==> src/rtl/sc_mult_if.sv <==
// sc_mult_if: request/result bundle for the shared stochastic multiplier
// scheduler. Two requester channels (valid/ready plus a 4-bit operand pair
// each), one result channel (valid/ready, id, ones count) and a busy flag.
// The slave modport is the scheduler side; the master modport is the side
// that sources operands and consumes results.
interface sc_mult_if #(
    parameter int LEN_LOG2 = 4
);
    logic                req0_valid;
    logic                req0_ready;
    logic [3:0]          req0_a;
    logic [3:0]          req0_b;
    logic                req1_valid;
    logic                req1_ready;
    logic [3:0]          req1_a;
    logic [3:0]          req1_b;
    logic                res_valid;
    logic                res_ready;
    logic                res_id;
    logic [LEN_LOG2:0]   res_count;
    logic                busy;

    modport master (
        output req0_valid, req0_a, req0_b,
        output req1_valid, req1_a, req1_b,
        output res_ready,
        input  req0_ready, req1_ready,
        input  res_valid, res_id, res_count, busy
    );

    modport slave (
        input  req0_valid, req0_a, req0_b,
        input  req1_valid, req1_a, req1_b,
        input  res_ready,
        output req0_ready, req1_ready,
        output res_valid, res_id, res_count, busy
    );
endinterface

==> src/rtl/sc_mult_scheduler.sv <==
// sc_mult_scheduler: round-robin scheduler for one shared bipolar stochastic
// multiplier. A granted operand pair drives a 2^LEN_LOG2-cycle run: two
// 31-bit LFSRs feed comparator SNGs, the bit streams are XNOR-multiplied and
// the ones are counted. The count is returned with the requester id.
//
// Build option: define SC_RESEED_EN to reload both LFSRs with their seeds on
// every accept (repeatable results). Without it, the LFSRs free-run across
// jobs and only reset restores the seeds.
//
// rst_n is asynchronous and active-high (asserted = 1), matching the
// surrounding design.
module sc_mult_scheduler #(
    parameter int          LEN_LOG2 = 4,
    parameter logic [30:0] SEED_A   = 31'd1,
    parameter logic [30:0] SEED_B   = 31'd2
) (
    input  logic    clk,
    input  logic    rst_n,
    sc_mult_if.slave bus
);

    localparam logic [LEN_LOG2:0] LEN_N   = {1'b1, {LEN_LOG2{1'b0}}};
    localparam logic [LEN_LOG2:0] CNT_ONE = {{LEN_LOG2{1'b0}}, 1'b1};

    typedef enum logic [1:0] {
        ST_IDLE = 2'd0,
        ST_RUN  = 2'd1,
        ST_DONE = 2'd2
    } state_t;

    // Next state of a 31-bit Fibonacci LFSR with taps 28 and 31.
    function automatic logic [30:0] lfsr_next(input logic [30:0] v);
        return {v[29:0], v[27] ^ v[30]};
    endfunction

    // One product bit: comparator SNGs on the low nibbles, XNOR multiply.
    function automatic logic sc_bit(input logic [30:0] la, input logic [30:0] lb,
                                    input logic [3:0] a, input logic [3:0] b);
        return ~((la[3:0] < a) ^ (lb[3:0] < b));
    endfunction

    state_t            state_r;
    logic              last_r;
    logic [3:0]        a_r;
    logic [3:0]        b_r;
    logic              id_r;
    logic [LEN_LOG2:0] count_r;
    logic [LEN_LOG2:0] cyc_r;
    logic [30:0]       lfsr_a_r;
    logic [30:0]       lfsr_b_r;
    logic              res_valid_r;
    logic              busy_r;

    logic              any_s;
    logic              grant_s;
    logic              accept_s;
    logic              bit_s;

    // Round-robin arbitration: on contention the requester other than last wins.
    always_comb begin
        any_s   = bus.req0_valid | bus.req1_valid;
        grant_s = ~last_r;
        if (bus.req0_valid && bus.req1_valid) begin
            grant_s = ~last_r;
        end else if (bus.req0_valid) begin
            grant_s = 1'b0;
        end else if (bus.req1_valid) begin
            grant_s = 1'b1;
        end else begin
            grant_s = ~last_r;
        end
    end

    // Ready is offered only in IDLE and only to the granted requester.
    always_comb begin
        bus.req0_ready = 1'b0;
        bus.req1_ready = 1'b0;
        accept_s       = 1'b0;
        if (state_r == ST_IDLE && any_s) begin
            bus.req0_ready = ~grant_s;
            bus.req1_ready = grant_s;
            accept_s       = 1'b1;
        end else begin
            bus.req0_ready = 1'b0;
            bus.req1_ready = 1'b0;
            accept_s       = 1'b0;
        end
    end

    // Product bit for the current RUN cycle, from the present LFSR state.
    always_comb begin
        bit_s = sc_bit(lfsr_a_r, lfsr_b_r, a_r, b_r);
    end

    // Scheduler FSM: accept, run N stochastic cycles, hold result until taken.
    always_ff @(posedge clk or posedge rst_n) begin
        if (rst_n) begin
            state_r     <= ST_IDLE;
            last_r      <= 1'b1;
            a_r         <= 4'd0;
            b_r         <= 4'd0;
            id_r        <= 1'b0;
            count_r     <= {(LEN_LOG2+1){1'b0}};
            cyc_r       <= {(LEN_LOG2+1){1'b0}};
            lfsr_a_r    <= SEED_A;
            lfsr_b_r    <= SEED_B;
            res_valid_r <= 1'b0;
            busy_r      <= 1'b0;
        end else begin
            case (state_r)
                ST_IDLE: begin
                    if (accept_s) begin
                        a_r     <= grant_s ? bus.req1_a : bus.req0_a;
                        b_r     <= grant_s ? bus.req1_b : bus.req0_b;
                        id_r    <= grant_s;
                        last_r  <= grant_s;
                        count_r <= {(LEN_LOG2+1){1'b0}};
                        cyc_r   <= LEN_N;
                        busy_r  <= 1'b1;
                        state_r <= ST_RUN;
`ifdef SC_RESEED_EN
                        lfsr_a_r <= SEED_A;
                        lfsr_b_r <= SEED_B;
`endif
                    end
                end
                ST_RUN: begin
                    count_r  <= count_r + {{LEN_LOG2{1'b0}}, bit_s};
                    lfsr_a_r <= lfsr_next(lfsr_a_r);
                    lfsr_b_r <= lfsr_next(lfsr_b_r);
                    cyc_r    <= cyc_r - CNT_ONE;
                    if (cyc_r == CNT_ONE) begin
                        state_r     <= ST_DONE;
                        res_valid_r <= 1'b1;
                    end
                end
                ST_DONE: begin
                    if (bus.res_ready) begin
                        res_valid_r <= 1'b0;
                        busy_r      <= 1'b0;
                        state_r     <= ST_IDLE;
                    end
                end
                default: begin
                    state_r     <= ST_IDLE;
                    res_valid_r <= 1'b0;
                    busy_r      <= 1'b0;
                end
            endcase
        end
    end

    assign bus.res_valid = res_valid_r;
    assign bus.res_id    = id_r;
    assign bus.res_count = count_r;
    assign bus.busy      = busy_r;

endmodule

==> src/flat_wrapper.sv <==
// flat-port wrapper written by rule: the top's interface ports become plain ports
module sc_mult_scheduler_flat 
#(
    parameter int          LEN_LOG2 = 4,
    parameter logic [30:0] SEED_A   = 31'd1,
    parameter logic [30:0] SEED_B   = 31'd2
)
  (clk, rst_n, bus_req0_valid, bus_req0_a, bus_req0_b, bus_req1_valid, bus_req1_a, bus_req1_b, bus_res_ready, bus_req0_ready, bus_req1_ready, bus_res_valid, bus_res_id, bus_res_count, bus_busy);
  sc_mult_if #(.LEN_LOG2(LEN_LOG2)) bus_i ();
  input  logic clk;
  input  logic rst_n;
  input wire logic [$bits(bus_i.req0_valid)-1:0] bus_req0_valid;
  input wire logic [$bits(bus_i.req0_a)-1:0] bus_req0_a;
  input wire logic [$bits(bus_i.req0_b)-1:0] bus_req0_b;
  input wire logic [$bits(bus_i.req1_valid)-1:0] bus_req1_valid;
  input wire logic [$bits(bus_i.req1_a)-1:0] bus_req1_a;
  input wire logic [$bits(bus_i.req1_b)-1:0] bus_req1_b;
  input wire logic [$bits(bus_i.res_ready)-1:0] bus_res_ready;
  output wire logic [$bits(bus_i.req0_ready)-1:0] bus_req0_ready;
  output wire logic [$bits(bus_i.req1_ready)-1:0] bus_req1_ready;
  output wire logic [$bits(bus_i.res_valid)-1:0] bus_res_valid;
  output wire logic [$bits(bus_i.res_id)-1:0] bus_res_id;
  output wire logic [$bits(bus_i.res_count)-1:0] bus_res_count;
  output wire logic [$bits(bus_i.busy)-1:0] bus_busy;
  assign bus_i.req0_valid = bus_req0_valid;
  assign bus_i.req0_a = bus_req0_a;
  assign bus_i.req0_b = bus_req0_b;
  assign bus_i.req1_valid = bus_req1_valid;
  assign bus_i.req1_a = bus_req1_a;
  assign bus_i.req1_b = bus_req1_b;
  assign bus_i.res_ready = bus_res_ready;
  assign bus_req0_ready = bus_i.req0_ready;
  assign bus_req1_ready = bus_i.req1_ready;
  assign bus_res_valid = bus_i.res_valid;
  assign bus_res_id = bus_i.res_id;
  assign bus_res_count = bus_i.res_count;
  assign bus_busy = bus_i.busy;
  sc_mult_scheduler #(.LEN_LOG2(LEN_LOG2), .SEED_A(SEED_A), .SEED_B(SEED_B)) u_core (.clk(clk), .rst_n(rst_n), .bus(bus_i));
endmodule
==> config.mk <==
export PLATFORM = sky130hd
export DESIGN_NAME = sc_mult_scheduler_flat
export DESIGN_NICKNAME = d
export VERILOG_FILES = /design/src/rtl/sc_mult_if.sv /design/src/rtl/sc_mult_scheduler.sv /design/src/flat_wrapper.sv
export SDC_FILE = /design/constraint.sdc
export NUM_CORES = 1
export LEC_CHECK = 0
export ABC_AREA = 1
export CAP_MARGIN = 30
export CELL_PAD_IN_SITES_DETAIL_PLACEMENT = 1
export CELL_PAD_IN_SITES_GLOBAL_PLACEMENT = 2
export CORE_MARGIN = 10
export CORE_UTILIZATION = 39
export DETAILED_ROUTE_END_ITERATION = 16
export PLACE_DENSITY_LB_ADDON = 0.1
export SYNTH_ARGS = -nofsm -noshare
export SYNTH_HDL_FRONTEND = slang
export SYNTH_SLANG_ARGS = --single-unit
==> constraint.sdc <==
create_clock -name clk -period 5.1 [get_ports clk]
set_input_delay 0.51 -clock clk [delete_from_list [all_inputs] [get_ports clk]]
set_output_delay 0.51 -clock clk [all_outputs]
set_load 0.02 [all_outputs]
* Word level (Yosys, flattened, before mapping) *
Cells that the tools add are included.

cells by class
  add/sub/neg operators = 2
  $lt $le $gt $ge = 2
  eq/ne operators = 6
  mux-type cells = 21
  bitwise logic cells = 9
  reductions and logical operators = 9

operator list
  cell                 number
  $pmux 5 s2           2
  $mux 5               2
  $mux 1               9
  $reduce_and 3->1     3
  $lt 4x4->1           2
  $mux 4               2
  $mux 2               3
  $pmux 1 s3           2
  $pmux 2 s3           1
  $add 5x1->5          1
  $eq 5x1->1 const B   1
  $not 1->1            5
  $sub 5x1->5 const B  1
  $ne 2x1->1 const B   2
  $reduce_and 2->1     2
  $xor 1x1->1          3
  $eq 2x1->1 const B   1
  $eq 2x2->1 const B   1
  $logic_and 1x1->1    2
  $logic_not 2->1      1
  $ne 2x2->1 const B   1
  $reduce_bool 2->1    1
  $or 1x1->1           1

storage, ports and cells
  bits in registers = 86
  bits of input ports = 21
  output and inout bits = 10
  word-level logic and storage cells = 60

* Depth between registers and ports, before layout *
  word-level depth = 6
  depth in mapped cells = 14
  depth with buffers taken out = 14

* Worst setup path after synthesis *
No wires, ideal clock.

  path type = register to register
  start point = register u_core.lfsr_b_r[3]
  end point = register u_core.count_r[4] (netlist: u_core.bus.res_count[4])
  arrival = 1.775 ns
  setup slack = 3.248 ns
  stages on the path, launching flop included = 12
  clock period less this slack = 1.852 ns
  path through = dfrtp_1 -> ha_1 -> a21oi_1 -> a21boi_0 -> nand2_1 -> nand2_1 -> ha_1 -> ha_1 -> nand3_1 -> nor2_2 -> a21oi_1 -> a21oi_1

between the ends
  longest elaborated chain between the ends = 5

RTL lines
  item                    RTL line                  RTL
  from (decl)             sc_mult_scheduler.sv:50   logic [30:0] lfsr_b_r;
  from (signal assigned)  sc_mult_scheduler.sv:130  lfsr_b_r <= lfsr_next(lfsr_b_r);
  $lt 4x4->1              sc_mult_scheduler.sv:39   return ~((la[3:0] < a) ^ (lb[3:0] < b));
  $xor 1x1->1             sc_mult_scheduler.sv:39
  $not 1->1               sc_mult_scheduler.sv:39
  $add 5x1->5             sc_mult_scheduler.sv:128  count_r <= count_r + {{LEN_LOG2{1'b0}}, bit_s};
  $pmux 5 s2              sc_mult_scheduler.sv:110  case (state_r)
  to (signal assigned)    sc_mult_scheduler.sv:103  count_r <= {(LEN_LOG2+1){1'b0}};
  to (signal assigned)    sc_mult_scheduler.sv:117  count_r <= {(LEN_LOG2+1){1'b0}};
  to (signal assigned)    sc_mult_scheduler.sv:128
  to (decl)               sc_mult_scheduler.sv:47   logic [LEN_LOG2:0] count_r;

No other way between the ends.
A chain may end at the register's enable or synchronous reset.

* Worst setup path after layout *
  start point = input port bus_req1_valid
  end point = output port bus_req1_ready

between the ends
  longest elaborated chain between the ends = 4
  elaborated cells on any way between the ends = 7
  classes of those cells = mux (4); bitwise (1); reduce/logical (2)

RTL lines
  item         RTL line                 RTL
  from (decl)  flat_wrapper.sv:15       input wire logic [$bits(bus_i.req1_valid)-1:0] bus_req1_valid;
  $mux 1       sc_mult_scheduler.sv:67  end else if (bus.req1_valid) begin
  $mux 1       sc_mult_scheduler.sv:65  end else if (bus.req0_valid) begin
  $mux 1       sc_mult_scheduler.sv:63  if (bus.req0_valid && bus.req1_valid) begin
  $mux 1 (*)   sc_mult_scheduler.sv:79  if (state_r == ST_IDLE && any_s) begin
  to (decl)    flat_wrapper.sv:20       output wire logic [$bits(bus_i.req1_ready)-1:0] bus_req1_ready;

Every way passes the cells marked *; elsewhere a longest branch is shown, timed or not.

==> flow_summary_export.csv <==
group,metric,value,unit
global_route,grt_pass1_vias,2742,
cells_and_area,fin_nets,451,
sta,period_share,60.52,%
placement,detailed_place_hpwl,4.924,mm
detailed_routing,drc,0,
global_route,antenna_found_initial,0,
clock_tree,clk_pin_slew,0.10,ns
logic_synthesis,synth_cells,396,
logic_synthesis,syn_avg_cell_area,9.577,um^2
cells_and_area,utilization,45.82,%
run,drv_cap,0,
placement,place.gp.congestion,0.6997,
logic_synthesis,yosysSeqAreaShare,56.85,%
global_route,grtUsageMet1,15.73,%
floorplanning,rows,35,
detailed_routing,drtIter0Drc,156,
placement,placed_area,0.004103,mm^2
logic_synthesis,synth_seq_cells,86,
power,peakVddDrop,0.2132,mV
global_route,grt.busiest_layer,"met2",
power,leakage,1.944,nW
critical_path,r2r_start,"u_core.lfsr_b_r[3]$_DFFE_PP0P_",
floorplanning,io_pins,31,
min_path,hold_path.class,"flip-flop to flip-flop",
min_path,min_path_cells,1,
logic_synthesis,synth.top_cell.area_share,54.77,%
clock_tree,cts_buffer_depth,2,
critical_path,r2r_setup_slack,2.93,ns
logic_synthesis,netlist_top_cells_area,"dfrtp_1, nand2_1, inv_1",
cells_and_area,area_delta_synth_final,13.23,%
clock_tree,clock_latency,0.36,ns
detailed_routing,firstDrtPassIters,4,
detailed_routing,avgViaCountPerCell,4.760,
global_route,grtUsageTotal,11.31,%
cells_and_area,design_area,0.004294,mm^2
cells_and_area,n_antenna_cell,0,
detailed_routing,drt-total-wl,7.628,mm
critical_path,arrival,2.58,ns
outcome,status,"completed",
critical_path,crit_start,"bus_req1_valid",
power,powerDensity,461.9,mW/mm^2
floorplanning,start_util,40.47,%
logic_synthesis,synth_largest_area_cell,"dfrtp_1",
sta,period_needed,3.087,ns
global_route,grt_overflow_total,0,
floorplanning,die-height,118.6,um
clock_tree,cts_resized,0,
detailed_routing,via_count,2637,
clock_tree,cts_sinks,86,
clock_tree,cts_buffers,9,
logic_synthesis,netlist_area,0.003792,mm^2
logic_synthesis,synth_commonest_cells,"nand2_1, dfrtp_1, inv_1",
critical_path,r2r_cells,11,
cells_and_area,drive_gt1_share,11.06,%
sta,max_freq,0.3240,GHz
sta,max_slew_margin,39.68,%
logic_synthesis,yosys.cell_types.count,27,
logic_synthesis,synth-async-reset-ratio,100.0,%
sta,tightest_slew,0.9038,ns
sta,setup_viol,0,
logic_synthesis,yosys_warnings,0,
critical_path,end_kind,"output port",
critical_path,worstSetupPathType,"input port to output port",
critical_path,rr_endpoint,"u_core.bus.res_count[4]$_DFFE_PP0P_",
global_route,grt_first_pass_wirelength,13.41,mm
floorplanning,dieArea,0.01407,mm^2
clock_tree,hold_buffers,0,
clock_tree,postCtsSetupRepairBufs,0,
floorplanning,coreArea,0.009371,mm^2
detailed_routing,antenna_left,0,
critical_path,setup.worst_path.end,"bus_req1_ready",
detailed_routing,wl_per_cell,13.77,um
critical_path,path_max_fanout,15,
placement,io_buffers,30,
logic_synthesis,yosysMostFrequentCell,"nand2_1",
sta,drv_slew,0,
sta,rsz0062_at_grt,"no",
clock_tree,clk_root_buffer_cell,"clkbuf_8",
floorplanning,fp.dieW,118.6,um
sta,finClkSkew,0.01385,ns
logic_synthesis,synth_flop_cell,"dfrtp_1",
logic_synthesis,syn_nets,427,
clock_tree,cts_tree,"built",
clock_tree,h-tree-depth,3,
global_route,use_met2,16.60,%
global_route,grtUsageMet3,2.047,%
logic_synthesis,synth_edf_count,0,
critical_path,critPathLaunchType,"input port",
critical_path,worstPathRequired,4.59,ns
sta,fin_tns_setup,0,ns
global_route,grt_max_degree,77,
sta,final_hold_viol_count,0,
## metal layers
layer	vias up	share of wire, %
met5	-	0
met4	0	1.4
met3	7	2.1
met2	22	46
met1	1284	51
li1	1324	-
## stage by stage
stage	hold slack, ns	instances	setup slack [ns]	total power, W
3_3_place_gp	0.4512	538	2.122	0.001518
6_report	0.4802	554	2.013	0.001984
5_1_grt	0.5035	554	1.812	0.002152
2_1_floorplan	0.4403	396	2.373	0.001398
3_5_place_dp	0.4608	538	2.022	0.001530
4_1_cts	0.4830	554	2.019	0.002023
## state kept, by name, indices dropped and copies added, names as in the netlist
signal and cells:
u_core.bus.busy 1, u_core.last_r 1, u_core.bus.res_count 5, u_core.bus.res_valid 1
u_core.cyc_r 5, u_core.lfsr_a_r 31, u_core.b_r 4, u_core.state_r 2
u_core.bus.res_id 1, u_core.lfsr_b_r 31, u_core.a_r 4
## cells by family (layout without fill, tap and decap cells)
| kind of cell | after synthesis | after routing | share of synthesized area [%] |
|---|---|---|---|
| buffers and inverters | 71 | 100 | 9.667 |
| DFF | 86 | 86 | 56.85 |
| xor gates and xnor gates | 2 | 2 | 0.4620 |
| AOI/OAI and AO/OA | 89 | 89 | 14.38 |
| and+or+nand+nor | 138 | 138 | 15.34 |
| adders and majority gates | 10 | 10 | 3.299 |
## worst min-delay path by stage
stage                                             start                                   to  slack, ns
CTS                     u_core.lfsr_a_r[29]$_DFFE_PP0P_      u_core.lfsr_a_r[30]$_DFFE_PP0P_       0.48
detailed placement      u_core.lfsr_a_r[29]$_DFFE_PP0P_      u_core.lfsr_a_r[30]$_DFFE_PP0P_       0.46
global placement        u_core.lfsr_a_r[29]$_DFFE_PP0P_      u_core.lfsr_a_r[30]$_DFFE_PP0P_       0.45
global route            u_core.lfsr_a_r[29]$_DFFE_PP0P_      u_core.lfsr_a_r[30]$_DFFE_PP0P_       0.50
floorplan                   u_core.cyc_r[4]$_DFFE_PP0P_          u_core.cyc_r[4]$_DFFE_PP0P_       0.44
finish              u_core.bus.res_count[4]$_DFFE_PP0P_  u_core.bus.res_count[4]$_DFFE_PP0P_       0.48
## report_power, final
group          total, W  leakage (nW)  switching [W]  internal, W
logic          0.000667         0.700       0.000452     0.000215
registers      0.000835          1.15      0.0000596     0.000775
clock network  0.000482        0.0939       0.000253     0.000229
## worst max-delay path, stage by stage
cell and delay, ns:
clkdlybuf4s50_1 0.59, o21ai_4 0.51, inv_2 0.19, nand2_1 0.15
inv_1 0.05, clkdlybuf4s50_1 0.55
## layout by cell type (no fill, tap or decap), types with 5 or more instances in the layout
master,instances
ha_1,10
nand2_1,103
o21ai_0,35
o211ai_1,6
a21oi_1,9
o21ai_2,18
dfrtp_1,83
inv_1,48
o21ai_1,17
clkdlybuf4s50_1,30
nand4_1,12
nor2_1,5
nand3_1,13
clkbuf_8,9
## layout make-up
| class | count | area (um^2) |
|---|---|---|
| repair buffers | 33 | 322.8 |
| fillers | 1114 | 5077 |
| well taps | 129 | 161.4 |
| clock inverters | 5 | 60.06 |
| clock buffers | 11 | 131.4 |
| multi-input cells | 239 | 1270 |
| inverters | 51 | 192.7 |
| flip-flops and latches | 86 | 2156 |
No activity file was read; power rests on OpenSTA's default activity.
